<file path="config.mk">
export PLATFORM = sky130hd
export DESIGN_NAME = ps2_host_ctrl
export DESIGN_NICKNAME = d
export VERILOG_FILES = /design/src/rtl/ps2_host_ctrl.sv
export SDC_FILE = /design/constraint.sdc
export NUM_CORES = 1
export LEC_CHECK = 0
export CAP_MARGIN = 20
export CORE_UTILIZATION = 60
export DETAILED_ROUTE_END_ITERATION = 12
export PLACE_DENSITY = 0.79
export SLEW_MARGIN = 25
export SYNTH_ARGS = -nofsm -noshare
export SYNTH_HDL_FRONTEND = slang
export SYNTH_SLANG_ARGS = --single-unit
</file>
<file path="constraint.sdc">
create_clock -name clk -period 5.7 [get_ports clk]
set_input_delay 1.14 -clock clk [delete_from_list [all_inputs] [get_ports clk]]
set_output_delay 1.14 -clock clk [all_outputs]
set_load 0.03 [all_outputs]
</file>
<file path="src/rtl/ps2_host_ctrl.sv">
// Host-side PS/2 port controller: sends command frames, checks for 0xFA/0xFE replies, and forwards key bytes.
// Latency: a key byte appears on key_valid 1 cycle after the rx_done edge. Commands are accepted only in IDLE, so cmd_ready low is the backpressure.
// Optional power-on 0xFF/BAT sequence is compiled in when PS2_HOST_CTRL_BAT_EN is defined.
module ps2_host_ctrl #(
   parameter int INHIBIT_CYC = 5000,
   parameter int TIMEOUT_CYC = 1000000,
   parameter int MAX_RETRY   = 3
) (
   input  logic       clk,
   input  logic       reset,
   input  logic       cmd_valid,
   input  logic [7:0] cmd_data,
   output logic       cmd_ready,
   output logic       cmd_ok,
   output logic       cmd_err,
   input  logic [7:0] rx_data,
   input  logic       rx_done,
   output logic       rx_reset,
   output logic [7:0] key_data,
   output logic       key_valid,
   input  logic       ps2_clk_in,
   input  logic       ps2_data_in,
   output logic       ps2_clk_drv,
   output logic       ps2_data_drv
);

   localparam int TMR_MAX = (INHIBIT_CYC > TIMEOUT_CYC) ? INHIBIT_CYC : TIMEOUT_CYC;
   localparam int TMR_W   = $clog2(TMR_MAX + 1);
   localparam int RTY_W   = (MAX_RETRY > 0) ? $clog2(MAX_RETRY + 1) : 1;

`ifdef PS2_HOST_CTRL_BAT_EN
   localparam logic BAT_EN = 1'b1;
`else
   localparam logic BAT_EN = 1'b0;
`endif

   typedef enum logic [2:0] {
      S_IDLE, S_INHIBIT, S_RTS, S_TXBITS, S_LINEACK, S_WAITACK, S_RETRY, S_BATAA
   } state_t;

   localparam state_t     RST_STATE = BAT_EN ? S_INHIBIT : S_IDLE;
   localparam logic [7:0] RST_CMD   = BAT_EN ? 8'hFF : 8'h00;
   localparam logic [9:0] RST_SHIFT = BAT_EN ? {1'b1, 1'b1, 8'hFF} : 10'h000;

   state_t             state_q, state_d;
   logic               clk_s1, clk_s2, data_s1, data_s2;
   logic [7:0]         filt_sr;
   logic               clk_filt, fall_q;
   logic               rx_done_q, rx_edge;
   logic [TMR_W-1:0]   timer_q;
   logic               timed_out, inhibit_done;
   logic [7:0]         cmd_byte;
   logic [9:0]         shift_q;
   logic [3:0]         bit_cnt;
   logic [RTY_W-1:0]   retry_q;
   logic               bat_q;

   logic clk_drv_d, data_drv_d, rx_reset_d;
   logic ok_d, err_d, fwd, accept, load_retry, tx_shift, bat_clr;

   assign cmd_ready    = (state_q == S_IDLE);
   assign rx_edge      = rx_done & ~rx_done_q & ~rx_reset;
   assign timed_out    = (timer_q == TMR_W'(TIMEOUT_CYC - 1));
   assign inhibit_done = (timer_q == TMR_W'(INHIBIT_CYC - 1));

   // Line synchronisers; clock is deglitched by requiring 8 identical samples.
   always_ff @(posedge clk or posedge reset) begin
      if (reset) begin
         clk_s1    <= 1'b1;
         clk_s2    <= 1'b1;
         data_s1   <= 1'b1;
         data_s2   <= 1'b1;
         filt_sr   <= 8'hFF;
         clk_filt  <= 1'b1;
         fall_q    <= 1'b0;
         rx_done_q <= 1'b0;
      end else begin
         clk_s1    <= ps2_clk_in;
         clk_s2    <= clk_s1;
         data_s1   <= ps2_data_in;
         data_s2   <= data_s1;
         filt_sr   <= {filt_sr[6:0], clk_s2};
         if (filt_sr == 8'h00)
            clk_filt <= 1'b0;
         else if (filt_sr == 8'hFF)
            clk_filt <= 1'b1;
         fall_q    <= clk_filt & (filt_sr == 8'h00);
         rx_done_q <= rx_done;
      end
   end

   // Our own inhibit pulls the clock low, so that edge must not restart the inhibit count.
   always_ff @(posedge clk or posedge reset) begin
      if (reset)
         timer_q <= '0;
      else if ((state_d != state_q) || (state_q == S_IDLE) ||
               (fall_q && (state_q != S_INHIBIT)))
         timer_q <= '0;
      else
         timer_q <= timer_q + TMR_W'(1);
   end

   always_ff @(posedge clk or posedge reset) begin
      if (reset)
         state_q <= RST_STATE;
      else
         state_q <= state_d;
   end

   always_comb begin
      state_d    = state_q;
      clk_drv_d  = ps2_clk_drv;
      data_drv_d = ps2_data_drv;
      rx_reset_d = rx_reset;
      ok_d       = 1'b0;
      err_d      = 1'b0;
      fwd        = 1'b0;
      accept     = 1'b0;
      load_retry = 1'b0;
      tx_shift   = 1'b0;
      bat_clr    = 1'b0;
      case (state_q)
         S_IDLE: begin
            clk_drv_d  = 1'b0;
            data_drv_d = 1'b0;
            rx_reset_d = 1'b0;
            fwd        = rx_edge;
            if (cmd_valid) begin
               accept     = 1'b1;
               state_d    = S_INHIBIT;
               clk_drv_d  = 1'b1;
               rx_reset_d = 1'b1;
            end
         end
         S_INHIBIT: begin
            clk_drv_d  = 1'b1;
            data_drv_d = 1'b0;
            rx_reset_d = 1'b1;
            if (inhibit_done) begin
               state_d    = S_RTS;
               clk_drv_d  = 1'b0;
               data_drv_d = 1'b1;
            end
         end
         S_RTS: begin
            state_d = S_TXBITS;
         end
         S_TXBITS: begin
            if (fall_q) begin
               tx_shift   = 1'b1;
               data_drv_d = ~shift_q[0];
               if (bit_cnt == 4'd9)
                  state_d = S_LINEACK;
            end else if (timed_out) begin
               clk_drv_d  = 1'b0;
               data_drv_d = 1'b0;
               state_d    = S_RETRY;
            end
         end
         S_LINEACK: begin
            if (fall_q) begin
               if (!data_s2) begin
                  state_d    = S_WAITACK;
                  rx_reset_d = 1'b0;
               end else begin
                  state_d = S_RETRY;
               end
            end else if (timed_out) begin
               clk_drv_d  = 1'b0;
               data_drv_d = 1'b0;
               state_d    = S_RETRY;
            end
         end
         S_WAITACK: begin
            if (rx_edge) begin
               if (rx_data == 8'hFA) begin
                  clk_drv_d  = 1'b0;
                  data_drv_d = 1'b0;
                  rx_reset_d = 1'b0;
                  if (bat_q) begin
                     state_d = S_BATAA;
                  end else begin
                     ok_d    = 1'b1;
                     state_d = S_IDLE;
                  end
               end else if (rx_data == 8'hFE) begin
                  state_d = S_RETRY;
               end else begin
                  fwd = 1'b1;
               end
            end else if (timed_out) begin
               clk_drv_d  = 1'b0;
               data_drv_d = 1'b0;
               state_d    = S_RETRY;
            end
         end
         S_RETRY: begin
            if (retry_q < RTY_W'(MAX_RETRY)) begin
               load_retry = 1'b1;
               state_d    = S_INHIBIT;
               clk_drv_d  = 1'b1;
               data_drv_d = 1'b0;
               rx_reset_d = 1'b1;
            end else begin
               err_d      = 1'b1;
               bat_clr    = 1'b1;
               state_d    = S_IDLE;
               clk_drv_d  = 1'b0;
               data_drv_d = 1'b0;
               rx_reset_d = 1'b0;
            end
         end
         S_BATAA: begin
            // Anything other than a timely 0xAA counts as a failed self-test.
            if (rx_edge || timed_out) begin
               err_d   = ~(rx_edge && (rx_data == 8'hAA));
               bat_clr = 1'b1;
               state_d = S_IDLE;
            end
         end
         default: state_d = S_IDLE;
      endcase
   end

   always_ff @(posedge clk or posedge reset) begin
      if (reset) begin
         ps2_clk_drv  <= 1'b0;
         ps2_data_drv <= 1'b0;
         rx_reset     <= 1'b0;
         cmd_ok       <= 1'b0;
         cmd_err      <= 1'b0;
         key_valid    <= 1'b0;
         key_data     <= 8'h00;
         cmd_byte     <= RST_CMD;
         shift_q      <= RST_SHIFT;
         bit_cnt      <= 4'd0;
         retry_q      <= '0;
         bat_q        <= BAT_EN;
      end else begin
         ps2_clk_drv  <= clk_drv_d;
         ps2_data_drv <= data_drv_d;
         rx_reset     <= rx_reset_d;
         cmd_ok       <= ok_d;
         cmd_err      <= err_d;
         key_valid    <= fwd;
         if (fwd)
            key_data <= rx_data;
         if (bat_clr)
            bat_q <= 1'b0;
         if (accept) begin
            cmd_byte <= cmd_data;
            shift_q  <= {1'b1, ~^cmd_data, cmd_data};
            retry_q  <= '0;
            bit_cnt  <= 4'd0;
         end else if (load_retry) begin
            shift_q  <= {1'b1, ~^cmd_byte, cmd_byte};
            retry_q  <= retry_q + RTY_W'(1);
            bit_cnt  <= 4'd0;
         end else if (tx_shift) begin
            shift_q  <= {1'b0, shift_q[9:1]};
            bit_cnt  <= bit_cnt + 4'd1;
         end else if (state_q == S_RTS) begin
            bit_cnt  <= 4'd0;
         end
      end
   end

endmodule

</file>
## Yosys cells after proc, flatten, opt, wreduce, memory -nomap -nowiden

Cells that the tools add are included.

| cells by class | value |
|---|---|
| $add $sub $neg | 3 |
| magnitude comparators | 1 |
| equal/unequal tests | 23 |
| muxes and demuxes | 57 |
| bitwise logic cells | 7 |
| reductions and logical operators | 21 |

Operators by type and width:

| operator | count |
|---|---|
| == test 8 bit (second input constant) | 4 |
| two-way mux 1 bit | 30 |
| two-way mux 10 bit | 3 |
| two-way mux 3 bit | 10 |
| case mux 3 bit (8 select lines) | 1 |
| adder 20 x 1 -> 20 bit (second input constant) | 1 |
| == test 20 x 13 -> 1 bit (second input constant) | 1 |
| == test 20 bit (second input constant) | 1 |
| two-way mux 20 bit | 1 |
| two-way mux 4 bit | 4 |
| XNOR reduction 8 bit | 2 |
| case mux 1 bit (5 select lines) | 3 |
| nonzero test 5 bit | 3 |
| == test 3 bit (second input constant) | 4 |
| inequality test 2 bit (second input constant) | 6 |
| logical NOT 8 bit | 1 |
| == test 3 x 2 -> 1 bit (second input constant) | 2 |
| two-way mux 2 bit | 3 |
| AND reduction 3 bit | 2 |
| AND reduction 5 bit | 1 |
| adder 4 x 1 -> 4 bit (second input constant) | 1 |
| == test 4 bit (second input constant) | 1 |
| NOT 1 bit | 4 |
| case mux 1 bit (2 select lines) | 2 |
| other kinds (14) | 21 |

| word-level totals | value |
|---|---|
| bits in registers | 76 |
| input port bits | 22 |
| output and inout port bits | 15 |

## Depth between registers and ports, before layout

| depth | value |
|---|---|
| depth in word-level cells | 10 |
| gate-level depth with buffers | 7 |

## Worst setup path after synthesis

No wires, ideal clock.

| timing | value |
|---|---|
| path type | register to output |
| from | register state_q[2] |
| to | output cmd_ready |
| arrival | 1,306 ps |
| required time | 4,560 ps |
| slack | 3,254 ps |
| cell stages (with the launch flop) | 3 |
| path through | dfrtp_1 clkbuf_1 nor3_1 |

| between the ends | value |
|---|---|
| word-level cells in the longest chain between the ends | 1 |

Ends and longest elaborated chain:

| what | RTL line | source |
|---|---|---|
| start: declaration | 45 | `state_t state_q, state_d;` |
| start signal: assignment | 107 | `state_q <= state_d;` |
| logical NOT 3 bit | 61 | `assign cmd_ready = (state_q == S_IDLE);` |
| end: declaration | 13 | `output logic cmd_ready,` |

No other way between the ends.

## Worst setup path in the final report

| timing | value |
|---|---|
| from | register state_q[0] |
| to | output cmd_ready |

The elaborated chain is that of the path after synthesis.

==> qor.txt <==
LEAKAGE: 1.936 nW
Detailed placer's ending HPWL: 5818 um
Period Utilization, post-route: 58.72%
ANT nets after route: 0
Max-cap violations: 0
Slowest CP cell: clkdlybuf4s50_1
Worst-Skew Late Latency: 0.35 ns
Row count: 29
Mean Syn Cell Area: 9.580 um2
Peak supply drop: 0.0002114 V
Largest net degree at the start of global routing: 49
# nets final: 482
RSZ-0062 raised after global routing: false
Die area: 7168 um2
Most used DFF post-synth: dfrtp_1
CP delay by family, top: buffers and inverters
Final WL: 8542 um
FF-to-FF setup slack: 2.92 ns
First-pass GRT wire length: 14650 um
TritonCTS clock tree: yes
Initial Utilization: 63.48%
Final setup vio count: 0
Pwr dens: 396.9 nW/um2
CP Data Required Time: 4.56 ns
Mapped Cells: 428
DRC: 0
Placed inst area: 4453 um2
Hold slack final: 0.3576 ns
Total GRT Usage: 25.62%
Via count: 3267
Pwr Total: 1.854 mW
Initial DRC count: 364
#FFs+latches synth: 76
Number of global-route vias before repair: 3144
Mapped Area: 4100 um2
Mapped Nets: 454
Num CTS Buffers: 9
Commonest non-fill, non-tap cell in the layout: nand2_1
Post-route cell area: 4671 um2
Routability cong.: 0.8782
Post_cts resized: 0
Final hold vios: 0
Top Usage Layer GRT: met2
Setup CP Type: reg -> out
Fin crit period: 3.347 ns
Worst Hold Class: reg -> reg
Core area: 6459 um2
Clock slew at reported path FFs: 0.08 ns
Worst slew pin tran: 0.8163 ns
CTS Hold Buffers Added: 0
Detailed Routing Iterations Pass 1: 7
Arrival time worst endpoint: 2.21 ns
Setup_tns: 0 ns
Outcome: completed
Met2 Usage GRT: 41.76%
PortBufs: 36
Grt met1 use: 34.92%
Yosys warnings: 0
CP peak stage delay: 0.74 ns
Post-synthesis sequential area ratio: 46.78%
Initial antenna violation count: 0
Sink Count: 76
Vias per std cell: 6.072
Achievable frequency: 0.2988 GHz
Depth of the CTS H-tree: 3
Count of cell types in the netlist: 64
Max Slew Vio Count: 0
Clock skew: 0.007108 ns
Worst setup SP type: flip-flop
Post-CTS setup buffers: 0
Buf/Inv on CP: 1
Boundary Pins: 37
CP Capture Type: output pin
Clock root cell: clkbuf_8
Horiz. Die Dim: 84.67 um
Most frequent cells in the layout: nand2_1, dfrtp_1, clkdlybuf4s50_1, nor2_1, nor3_1
EDFF count, synth: 0
Met3 Resource Use GR: 3.441%
Avg WL per Cell: 15.88 um
Gr ovfl total: 0
P&R area growth vs syn: 13.92%
Antenna fix cells: 0
Post-synth ARST share: 100.0%
Worst path cell trace: nor3_1 -> clkdlybuf4s50_1
Slew HR: 45.58%
Layout cells sized above 1: 12.15%
CP Max Fanout: 29
Die height: 84.67 um
Max clock buf depth: 2
[layout make-up]
| cell class | instances | area (um2) |
|---|---|---|
| Clock buffer | 10 | 127.6 |
| Clock inverter | 6 | 88.84 |
| Fill cell | 502 | 1788 |
| Inverter | 13 | 50.05 |
| Multi-Input combinational cell | 316 | 1999 |
| Sequential cell | 76 | 1918 |
| Tap cell | 77 | 96.34 |
| Timing Repair Buffer | 40 | 390.4 |
[path summary, 6_finish.rpt]
| check | cells after the start | startpoint | endpoint |
|---|---|---|---|
| worst min register to register | 0 | clk_s1 | clk_s2 |
| min in group asynchronous | 2 | reset | timer_q[18] |
| max in group asynchronous | 3 | reset | data_s2 |
| worst min-delay path | 0 | clk_s1 | clk_s2 |
| worst max-delay path | 2 | state_q[0] | cmd_ready |
| worst max register to register | 5 | state_q[0] | bit_cnt[2] |
[power breakdown]
| part | internal [mW] | total (mW) | switching, mW | leakage, nW |
|---|---|---|---|---|
| clock network | 0.247 | 0.450 | 0.203 | 0.103 |
| registers | 0.658 | 0.776 | 0.118 | 0.948 |
| logic | 0.275 | 0.627 | 0.352 | 0.885 |
[through the flow]
step	worst slack [ns]	util [%]	instances
after detailed placement	2.096	68.95	522
final	2.353	72.32	538
after global routing	2.229	72.32	538
after floorplan	2.643	-	428
after CTS	2.375	72.30	538
after global placement	2.159	68.95	522
[logic make-up (layout without fill, tap and decap cells)]
family / Yosys count / count (layout) / synth area share, %
buffers and inverters: 36 / 69 / 4.455
xor gates and xnor gates: 33 / 33 / 7.049
adders and majority gates: 4 / 4 / 1.221
AOI/OAI and AO/OA: 73 / 73 / 11.99
and+or+nand+nor: 196 / 196 / 25.82
DFF: 76 / 76 / 46.78
muxes: 10 / 10 / 2.685
[flip-flops by register name, summed over array words and instances (netlist names), 2 cells and up]
name,cells
bit_cnt,4
cmd_byte,8
filt_sr,8
key_data,8
retry_q,2
shift_q,10
state_q,3
timer_q,20
[per-layer routing]
metal	up-vias	wire length [um]
met5	-	0
met1	1566	3839
li1	1581	-
met2	105	4192
met4	0	123
met3	15	386
[Yosys cell counts, drive strengths merged (5+ instances only)]
cell    instances  area (um2)
clkbuf         12       55.05
nor3           27       140.1
dfstp          13       341.6
nand3          15       75.07
mux2            8       90.09
buf            11       78.82
nor2           34       127.6
xnor2          23       201.4
inv            13       48.80
nand4           7       43.79
nor4            8       71.32
nor4bb          6       60.06
xor2           10       87.58
dfrtp          63        1577
nand2b          5       31.28
o21ai          15       75.07
a211oi          6       45.04
a21oi          16       80.08
o221ai          9       78.83
nand2          65       244.0
Power figures use the tool's default switching activity.
